### src/rtl/p22_row_feeder.sv
// p22_row_feeder: one-entry buffer between the ray tracer and the row renderer.
// A traced row result is parked in a pending register and promoted to the
// active set on row_start. A restoring divider then derives the fixed-point
// texv step for the active wall height. An accumulator advances by that step
// on every visible pixel.
//
// state   | meaning
// S_IDLE  | step is valid; pix_adv advances the texv accumulator
// S_DIV   | divider running (busy); pix_adv is ignored and flagged late
module p22_row_feeder #(
    parameter int H_VIEW = 640,
    parameter int FRAC   = 10
) (
    input  logic        clk,
    input  logic        reset,
    input  logic        wr_valid,
    output logic        wr_ready,
    input  logic [1:0]  wr_wall,
    input  logic        wr_side,
    input  logic [10:0] wr_size,
    input  logic [5:0]  wr_texu,
    input  logic        row_start,
    input  logic        pix_adv,
    output logic [1:0]  wall,
    output logic        side,
    output logic [10:0] size,
    output logic [5:0]  texu,
    output logic [5:0]  texv,
    output logic        busy,
    output logic        underrun,
    output logic        late
);
    localparam int AW        = 6 + FRAC;
    localparam int HALF_SIZE = H_VIEW / 2;
    localparam int CW        = $clog2(AW);

    // 2^(5+FRAC) is exactly the MSB of the AW-bit accumulator.
    localparam logic [AW-1:0] DIVIDEND = {1'b1, {(AW-1){1'b0}}};
    localparam logic [AW-1:0] HALF_C   = AW'(HALF_SIZE);
    localparam logic [CW-1:0] CNT_LAST = CW'(AW - 1);

    typedef enum logic {S_IDLE, S_DIV} state_t;

    state_t         state_q, state_d;
    logic [CW-1:0]  cnt_q, cnt_d;
    logic [10:0]    rem_q, rem_d;
    logic [AW-1:0]  quo_q, quo_d;
    logic [AW-1:0]  step_q, step_d;
    logic [AW-1:0]  acc_q, acc_d;

    logic           pend_full_q, pend_full_d;
    logic [1:0]     pend_wall_q, pend_wall_d;
    logic           pend_side_q, pend_side_d;
    logic [10:0]    pend_size_q, pend_size_d;
    logic [5:0]     pend_texu_q, pend_texu_d;

    logic [1:0]     wall_q, wall_d;
    logic           side_q, side_d;
    logic [10:0]    size_q, size_d;
    logic [5:0]     texu_q, texu_d;
    logic           underrun_q, underrun_d;
    logic           late_q, late_d;

    logic           wr_fire;
    logic [11:0]    rem_sh;
    logic [10:0]    rem_sub;
    logic           q_bit;
    logic [AW-1:0]  quo_nx;
    logic [AW-1:0]  v0;

    // The pending slot frees up in the same cycle it is promoted.
    assign wr_ready = ~pend_full_q | row_start;
    assign wr_fire  = wr_valid & wr_ready;

    // One restoring-division step, MSB first; divisor 0 yields all-ones.
    always_comb begin
        rem_sh  = {rem_q, DIVIDEND[cnt_q]};
        rem_sub = rem_sh[10:0] - size_q;
        q_bit   = (rem_sh >= {1'b0, size_q});
        quo_nx  = {quo_q[AW-2:0], q_bit};
        v0      = DIVIDEND - HALF_C * quo_nx;
    end

    // Next-state logic: pending buffer, row promotion, divider FSM and accumulator.
    always_comb begin
        state_d     = state_q;
        cnt_d       = cnt_q;
        rem_d       = rem_q;
        quo_d       = quo_q;
        step_d      = step_q;
        acc_d       = acc_q;
        pend_wall_d = pend_wall_q;
        pend_side_d = pend_side_q;
        pend_size_d = pend_size_q;
        pend_texu_d = pend_texu_q;
        wall_d      = wall_q;
        side_d      = side_q;
        size_d      = size_q;
        texu_d      = texu_q;
        underrun_d  = underrun_q;
        late_d      = late_q;

        pend_full_d = wr_fire | (pend_full_q & ~row_start);
        if (wr_fire) begin
            pend_wall_d = wr_wall;
            pend_side_d = wr_side;
            pend_size_d = wr_size;
            pend_texu_d = wr_texu;
        end

        if (row_start) begin
            // A new row always restarts the divider, even mid-division.
            state_d = S_DIV;
            cnt_d   = CNT_LAST;
            rem_d   = '0;
            quo_d   = '0;
            acc_d   = '0;
            late_d  = 1'b0;
            if (pend_full_q) begin
                wall_d     = pend_wall_q;
                side_d     = pend_side_q;
                size_d     = pend_size_q;
                texu_d     = pend_texu_q;
                underrun_d = 1'b0;
            end else begin
                size_d     = '0;
                underrun_d = 1'b1;
            end
        end else begin
            case (state_q)
                S_IDLE: begin
                    if (pix_adv) begin
                        acc_d = acc_q + step_q;
                    end
                end
                S_DIV: begin
                    if (pix_adv) begin
                        late_d = 1'b1;
                    end
                    rem_d = q_bit ? rem_sub : rem_sh[10:0];
                    quo_d = quo_nx;
                    if (cnt_q == '0) begin
                        state_d = S_IDLE;
                        step_d  = quo_nx;
                        acc_d   = v0;
                    end else begin
                        cnt_d = cnt_q - 1'b1;
                    end
                end
                default: state_d = S_IDLE;
            endcase
        end
    end

    // State registers with synchronous reset.
    always_ff @(posedge clk) begin
        if (reset) begin
            state_q     <= S_IDLE;
            cnt_q       <= '0;
            rem_q       <= '0;
            quo_q       <= '0;
            step_q      <= '0;
            acc_q       <= '0;
            pend_full_q <= 1'b0;
            pend_wall_q <= '0;
            pend_side_q <= 1'b0;
            pend_size_q <= '0;
            pend_texu_q <= '0;
            wall_q      <= '0;
            side_q      <= 1'b0;
            size_q      <= '0;
            texu_q      <= '0;
            underrun_q  <= 1'b0;
            late_q      <= 1'b0;
        end else begin
            state_q     <= state_d;
            cnt_q       <= cnt_d;
            rem_q       <= rem_d;
            quo_q       <= quo_d;
            step_q      <= step_d;
            acc_q       <= acc_d;
            pend_full_q <= pend_full_d;
            pend_wall_q <= pend_wall_d;
            pend_side_q <= pend_side_d;
            pend_size_q <= pend_size_d;
            pend_texu_q <= pend_texu_d;
            wall_q      <= wall_d;
            side_q      <= side_d;
            size_q      <= size_d;
            texu_q      <= texu_d;
            underrun_q  <= underrun_d;
            late_q      <= late_d;
        end
    end

    assign wall     = wall_q;
    assign side     = side_q;
    assign size     = size_q;
    assign texu     = texu_q;
    assign texv     = acc_q[AW-1:FRAC];
    assign busy     = (state_q == S_DIV);
    assign underrun = underrun_q;
    assign late     = late_q;

endmodule

### config.mk
export PLATFORM = sky130hd
export DESIGN_NAME = p22_row_feeder
export DESIGN_NICKNAME = d
export VERILOG_FILES = /design/src/rtl/p22_row_feeder.sv
export SDC_FILE = /design/constraint.sdc
export NUM_CORES = 1
export LEC_CHECK = 0
export CAP_MARGIN = 30
export CORE_MARGIN = 4
export CORE_UTILIZATION = 30
export DETAILED_ROUTE_END_ITERATION = 8
export PLACE_DENSITY = 0.52
export SETUP_SLACK_MARGIN = 0.3
export SYNTH_ARGS = -nofsm -noshare
export SYNTH_HDL_FRONTEND = slang
export SYNTH_SLANG_ARGS = --single-unit
### constraint.sdc
create_clock -name clk -period 4.7 [get_ports clk]
set_input_delay 0.705 -clock clk [delete_from_list [all_inputs] [get_ports clk]]
set_output_delay 0.705 -clock clk [all_outputs]
set_load 0.01 [all_outputs]
Yosys cells after proc, flatten, opt, wreduce, memory -nomap -nowiden
Memories as Yosys holds them, arrays and structs flattened. A register that Yosys moved wholly into a read port is not among the register bits.
Index checks and enable logic that the tools add are counted.
{"block": "word_totals", "regBits": 106, "latch_bits": 0, "ramBits": 0, "mem_bits_ro": 16, "in_bits": 25, "output_inout_bits": 30, "word_cells": 58, "n_memories": 1}
{"block": "op_classes", "addsub": 4, "mul": 1, "div": 0, "n_lt_le_gt_ge": 2, "eq_ne": 3, "shifts": 0, "mux": 15, "bitwise_logic": 7, "reduce_logical": 8}
{"memory": "(name not given)", "words": 16, "word_bits": 1, "rd": 1, "rd_clocked_by_memory_dff": 1, "wr": 0, "line": "77", "source": "rem_sh = {rem_q, DIVIDEND[cnt_q]};"}
{"operator": "$mux W16", "count": 2}
{"operator": "$pmux W16 S2", "count": 1}
{"operator": "$mux W11", "count": 2}
{"operator": "$mux W4", "count": 5}
{"operator": "$add A16 B16 Y16", "count": 1}
{"operator": "$mul A3 B16 Y10 const A", "count": 1}
{"operator": "$sub A16 B16 Y16 const A", "count": 1}
{"operator": "$ge A12 B11 Y1", "count": 1}
{"operator": "$sub A11 B11 Y11", "count": 1}
{"operator": "$reduce_and A2 Y1", "count": 4}
{"operator": "$lt A4 B5 Y1 const B", "count": 1}
{"operator": "$mux W1", "count": 5}
{"operator": "$logic_not A4 Y1", "count": 1}
{"operator": "$ne A2 B2 Y1 const B", "count": 2}
{"operator": "$sub A4 B1 Y4 const B", "count": 1}
{"operator": "$not A1 Y1", "count": 3}
{"operator": "$reduce_and A3 Y1", "count": 1}
{"operator": "$and A1 B1 Y1", "count": 2}
{"operator": "$ne A2 B1 Y1 const B", "count": 1}
{"operator": "$or A1 B1 Y1", "count": 2}
{"operator": "$reduce_bool A2 Y1", "count": 1}
{"operator": "$reduce_or A2 Y1", "count": 1}

Depth between registers and ports, before layout
{"block": "depth", "word_depth": 7, "ltp_mapped": 20, "mapped_depth_nobuf": 19}

Worst setup path before layout
OpenSTA, ideal clock, no wires.
{"block": "synth_timing", "kind": "register to register", "from": "register size_q[0], in the netlist size[0]", "to": "register acc_q[15]", "t_arrival_ns": 3.392, "required_time_ns": 4.614, "setup_slack_ns": 1.223, "stages_incl_launch_ff": 20, "path_cell_list": "dfxtp_1 > ha_1 > fa_1 > nor2b_1 > o31ai_2 > a31oi_1 > nor2_2 > inv_2 > buf_2 > ha_1 > ha_1 > inv_1 > fa_1 > nor2b_1 > o31a_1 > a21oi_1 > nor2_1 > nand4b_1 > xor2_1 > a211oi_1"}
{"block": "synth_between", "elab_chain_cells": 5}
{"element": "start: declaration", "line": "59", "source": "logic [10:0] size_q, size_d;"}
{"element": "start signal: assignment", "line": "189", "source": "size_q <= size_d;"}
{"element": "$ge A12 B11 Y1", "line": "79", "source": "q_bit = (rem_sh >= {1'b0, size_q});"}
{"element": "net q_bit", "line": "67", "source": "logic q_bit;"}
{"element": "$mul A3 B16 Y10", "line": "81", "source": "v0 = DIVIDEND - HALF_C * quo_nx;"}
{"element": "$sub A16 B16 Y16", "line": "81"}
{"element": "$mux W16", "line": "142", "source": "if (cnt_q == '0) begin"}
{"element": "$pmux W16 S2", "line": "130", "source": "case (state_q)"}
{"element": "end signal: assignment", "line": "163", "source": "acc_q <= '0;"}
{"element": "end signal: assignment", "line": "181", "source": "acc_q <= acc_d;"}
{"element": "end: declaration", "line": "49", "source": "logic [AW-1:0] acc_q, acc_d;"}
The timed path passes the listed nets, and every way through them passes these cells. The select of a mux whose other input is x is not followed.
A chain may end at the register's enable or synchronous reset.

Worst setup path in the final report
{"block": "layout_timing", "from": "register size_q[2], in the netlist size[2]", "to": "register acc_q[15]"}
{"block": "layout_between", "elab_chain_cells": 5}
{"element": "$ge A12 B11 Y1", "line": "79"}
{"element": "$mul A3 B16 Y10", "line": "81"}
{"element": "$sub A16 B16 Y16", "line": "81"}
{"element": "$mux W16", "line": "142"}
{"element": "$pmux W16 S2", "line": "130"}
No other way between the ends. The select of a mux whose other input is x is not followed.

==> impl_metrics.csv <==
group,metric,value,unit
sta,relSlewSlack,47.0,%
detailed_routing,num_vias,4767,
die,die_w,145,um
critical_path,cp.arrival,4230,ps
finish,final_cells,974,
finish,antenna_cells,0,
hold_path,min_to,"step_q[15]$_SDFFE_PP0P_",
detailed_routing,drtPass1Iterations,4,
critical_path,cpPeakStageDelay,520,ps
hold_path,holdPathStages,2,
critical_path,timing.rr.start,"size[2]$_SDFFE_PP0P_",
synth,ys_seq_area_share,37.8,%
synth,synth_cell_types,62,
finish,fin_util,36.6,%
pwr,peakVddDrop,0.173,mV
sta,finalSetupViolCount,0,
critical_path,cp_max_fo,17,
synth,synth_nets,774,
run_status,status,"finished clean",
critical_path,cp_top_family,"adder cells",
finish,syn_to_final_growth,18.2,%
pwr,finalPower,2.09,mW
global_route,grt_overflow,0,
clock_tree,ctsHoldBuffers,0,
die,io_pins,55,
sta,tns,0,ps
critical_path,crit_buf_inv,3,
sta,hold_slack,452,ps
global_route,antenna_found_initial,0,
critical_path,cpMostUsedCell,"ha_1",
clock_tree,htreeDepth,3,
critical_path,path_cells,"inv_1, ha_1, nor2b_1, o31ai_2, a31oi_1, nor2_2, inv_2, ha_1, ha_1, inv_1, fa_1, nor2b_1, o31a_1, o21ai_0, nand2b_1, xnor2_1, xor2_1, a211oi_1",
hold_path,min_path_type,"register to register",
pwr,power.static_leakage,2.54,nW
detailed_routing,drc_errors,0,
die,dieArea,21100,um^2
placed_design,place_inst,958,
sta,hold_viol,0,
critical_path,rrSetupSlack,750,ps
sta,fmaxAchievable,253,MHz
synth,yosys_warnings,0,
clock_tree,cts_tree,"yes",
detailed_routing,drt_iter0_markers,274,
sta,rsz0062_at_grt,"no",
clock_tree,cts_setup_buffers,0,
placed_design,routabilityCongestion,0.754,
clock_tree,cts-resized-gates,0,
placed_design,numPortBuffers,54,
critical_path,crit_slowest_cell,"nor2_2",
synth,synth_area,5660,um^2
clock_tree,clock_path_buffers,2,
synth,async_flop_share,0,%
sta,slew_violations,0,
pwr,cellPowerDensity,313,nW/um^2
clock_tree,clk_latency,360,ps
die,core,18300,um^2
die,num_rows,49,
run,drv_cap,0,
detailed_routing,viasPerCell,4.89,
global_route,grt_pass1_vias,4469,
die,fp.dieH,145,um
detailed_routing,ant_nets,0,
finish,nets,809,
critical_path,path_class,"register to register",
detailed_routing,routed_wl,14.1,mm
critical_path,critPathLaunchType,"register",
hold_path,worstHoldStart,"quo_q[14]$_SDFFE_PP0P_",
clock_tree,path_clk_slew,80,ps
detailed_routing,routedWlPerCell,14.4,um
synth,synth_edf_count,0,
sta,tightest_slew,790,ps
synth,ys_ff_latch,107,
sta,fin_crit,3950,ps
sta,fin_crit_sh,84.1,%
synth,netlist_instances,705,
clock_tree,numCtsBuffers,9,
critical_path,end_kind,"register",
clock_tree,cts-root-buf,"clkbuf_16",
die,initial_core_util,31.0,%
global_route,grt_pass1_wl,23.5,mm
critical_path,rr_worst_depth,18,
finish,drive_gt1_share,5.23,%
clock_tree,cts.sinks,107,
synth,syn_avg_cell_area,8.03,um^2
finish,fillers,1964,
critical_path,cp.required,4980,ps
synth,synth_flop_cell,"dfxtp_1",
sta,clock-skew-final,14.9,ps
critical_path,timing.rr.end,"acc_q[15]$_SDFFE_PP0P_",
placed_design,dpl.hpwl,10.2,mm
global_route,grtUsageTotal,13.3,%
global_route,grt_start_max_net_pins,45,
==> state kept, by name, indices dropped and copies added, names as in the netlist <==
name / count
rem_sh: 1
texu: 6
pend_side_q: 1
quo_q: 15
wall: 2
pend_full_q: 1
pend_size_q: 11
acc_q: 16
step_q: 16
side: 1
pend_wall_q: 2
rem_q: 11
underrun: 1
pend_texu_q: 6
size: 11
busy: 1
cnt_q: 4
late: 1
==> through the flow <==
step,setup WS [ps],instance area (um^2)
after floorplan,1220,5660
after global placement,815,6380
after detailed placement,720,6380
after CTS,647,6700
after global routing,301,6700
final,746,6700
==> synthesized netlist by cell type, types with 9 or more instances <==
cell | count | area, um^2
ha_1 | 41 | 513
nand3_1 | 9 | 45.0
nor2_1 | 62 | 233
dfxtp_1 | 107 | 2140
xnor2_1 | 20 | 175
inv_1 | 30 | 113
a211oi_1 | 12 | 90.1
mux2i_1 | 15 | 150
xor2_1 | 12 | 105
clkbuf_1 | 29 | 109
a21oi_1 | 86 | 430
nand2_1 | 135 | 507
o21ai_0 | 37 | 185
==> tightest hold or removal path, stage by stage (launching register included) <==
cell and delay, ps:
dfxtp_1 310, nand2_1 50, a21oi_1 50
==> power by group <==
group / internal [mW] / total [mW] / switching [mW]
Clock: 0.387 / 0.790 / 0.403
Sequential: 0.934 / 0.957 / 0.0233
Combinational: 0.139 / 0.345 / 0.206
==> cell usage in the layout (no fill, tap or decap), types with 3 or more instances in the layout <==
cell type	count
nand3_1	9
nand2b_1	4
mux2i_1	15
nand2_1	135
o21a_1	4
clkdlybuf4s50_1	53
o21ai_0	37
a41oi_1	3
nor2b_1	5
nor3b_1	5
buf_4	8
a31oi_1	6
nor4_1	4
a311oi_1	4
xor2_1	12
nor2_1	62
a211oi_1	12
ha_1	41
o21bai_1	7
inv_1	30
fa_1	3
o211ai_1	4
o22ai_1	3
clkbuf_16	9
xnor2_1	20
nor3_1	6
a21oi_1	86
dfxtp_1	106
==> kinds of logic after synthesis <==
logic type	share of synthesized area, %
AOI/OAI and AO/OA	21.2
xor gates and xnor gates	4.95
adders and majority gates	10.1
buffers and inverters	4.99
DFF	37.8
muxes	2.65
and+or+nand+nor	18.3
==> how the worst max path moves through the flow <==
stage,start,to,slack [ps],depth (start not counted)
detailed placement,size[2]$_SDFFE_PP0P_,acc_q[15]$_SDFFE_PP0P_,720,18
global placement,size[2]$_SDFFE_PP0P_,acc_q[15]$_SDFFE_PP0P_,820,18
finish,size[2]$_SDFFE_PP0P_,acc_q[15]$_SDFFE_PP0P_,750,18
CTS,size[2]$_SDFFE_PP0P_,acc_q[15]$_SDFFE_PP0P_,650,18
global route,size[2]$_SDFFE_PP0P_,acc_q[15]$_SDFFE_PP0P_,300,18
floorplan,size[0]$_SDFFE_PP0P_,acc_q[15]$_SDFFE_PP0P_,1220,19
==> metal layers <==
metal / GRT usage (%) / part of all wire, % / vias to the layer above
li1: - / - / 2528
met3: 2.58 / 3.6 / 12
met1: 19.7 / 53 / 2169
met5: 0 / 0 / -
met4: 3.99 / 1.0 / 0
met2: 19.5 / 42 / 58
==> final cells by class <==
cell class | instances | area (um^2) | share of cell area [%]
Tap cell | 229 | 287 | 4.28
Clock buffer | 9 | 225 | 3.36
Inverter | 31 | 116 | 1.74
Timing Repair Buffer | 62 | 596 | 8.90
Clock inverter | 7 | 88.8 | 1.33
Multi-Input combinational cell | 529 | 3240 | 48.4
Sequential cell | 107 | 2140 | 32.0
(Power assumes the default switching activity.)
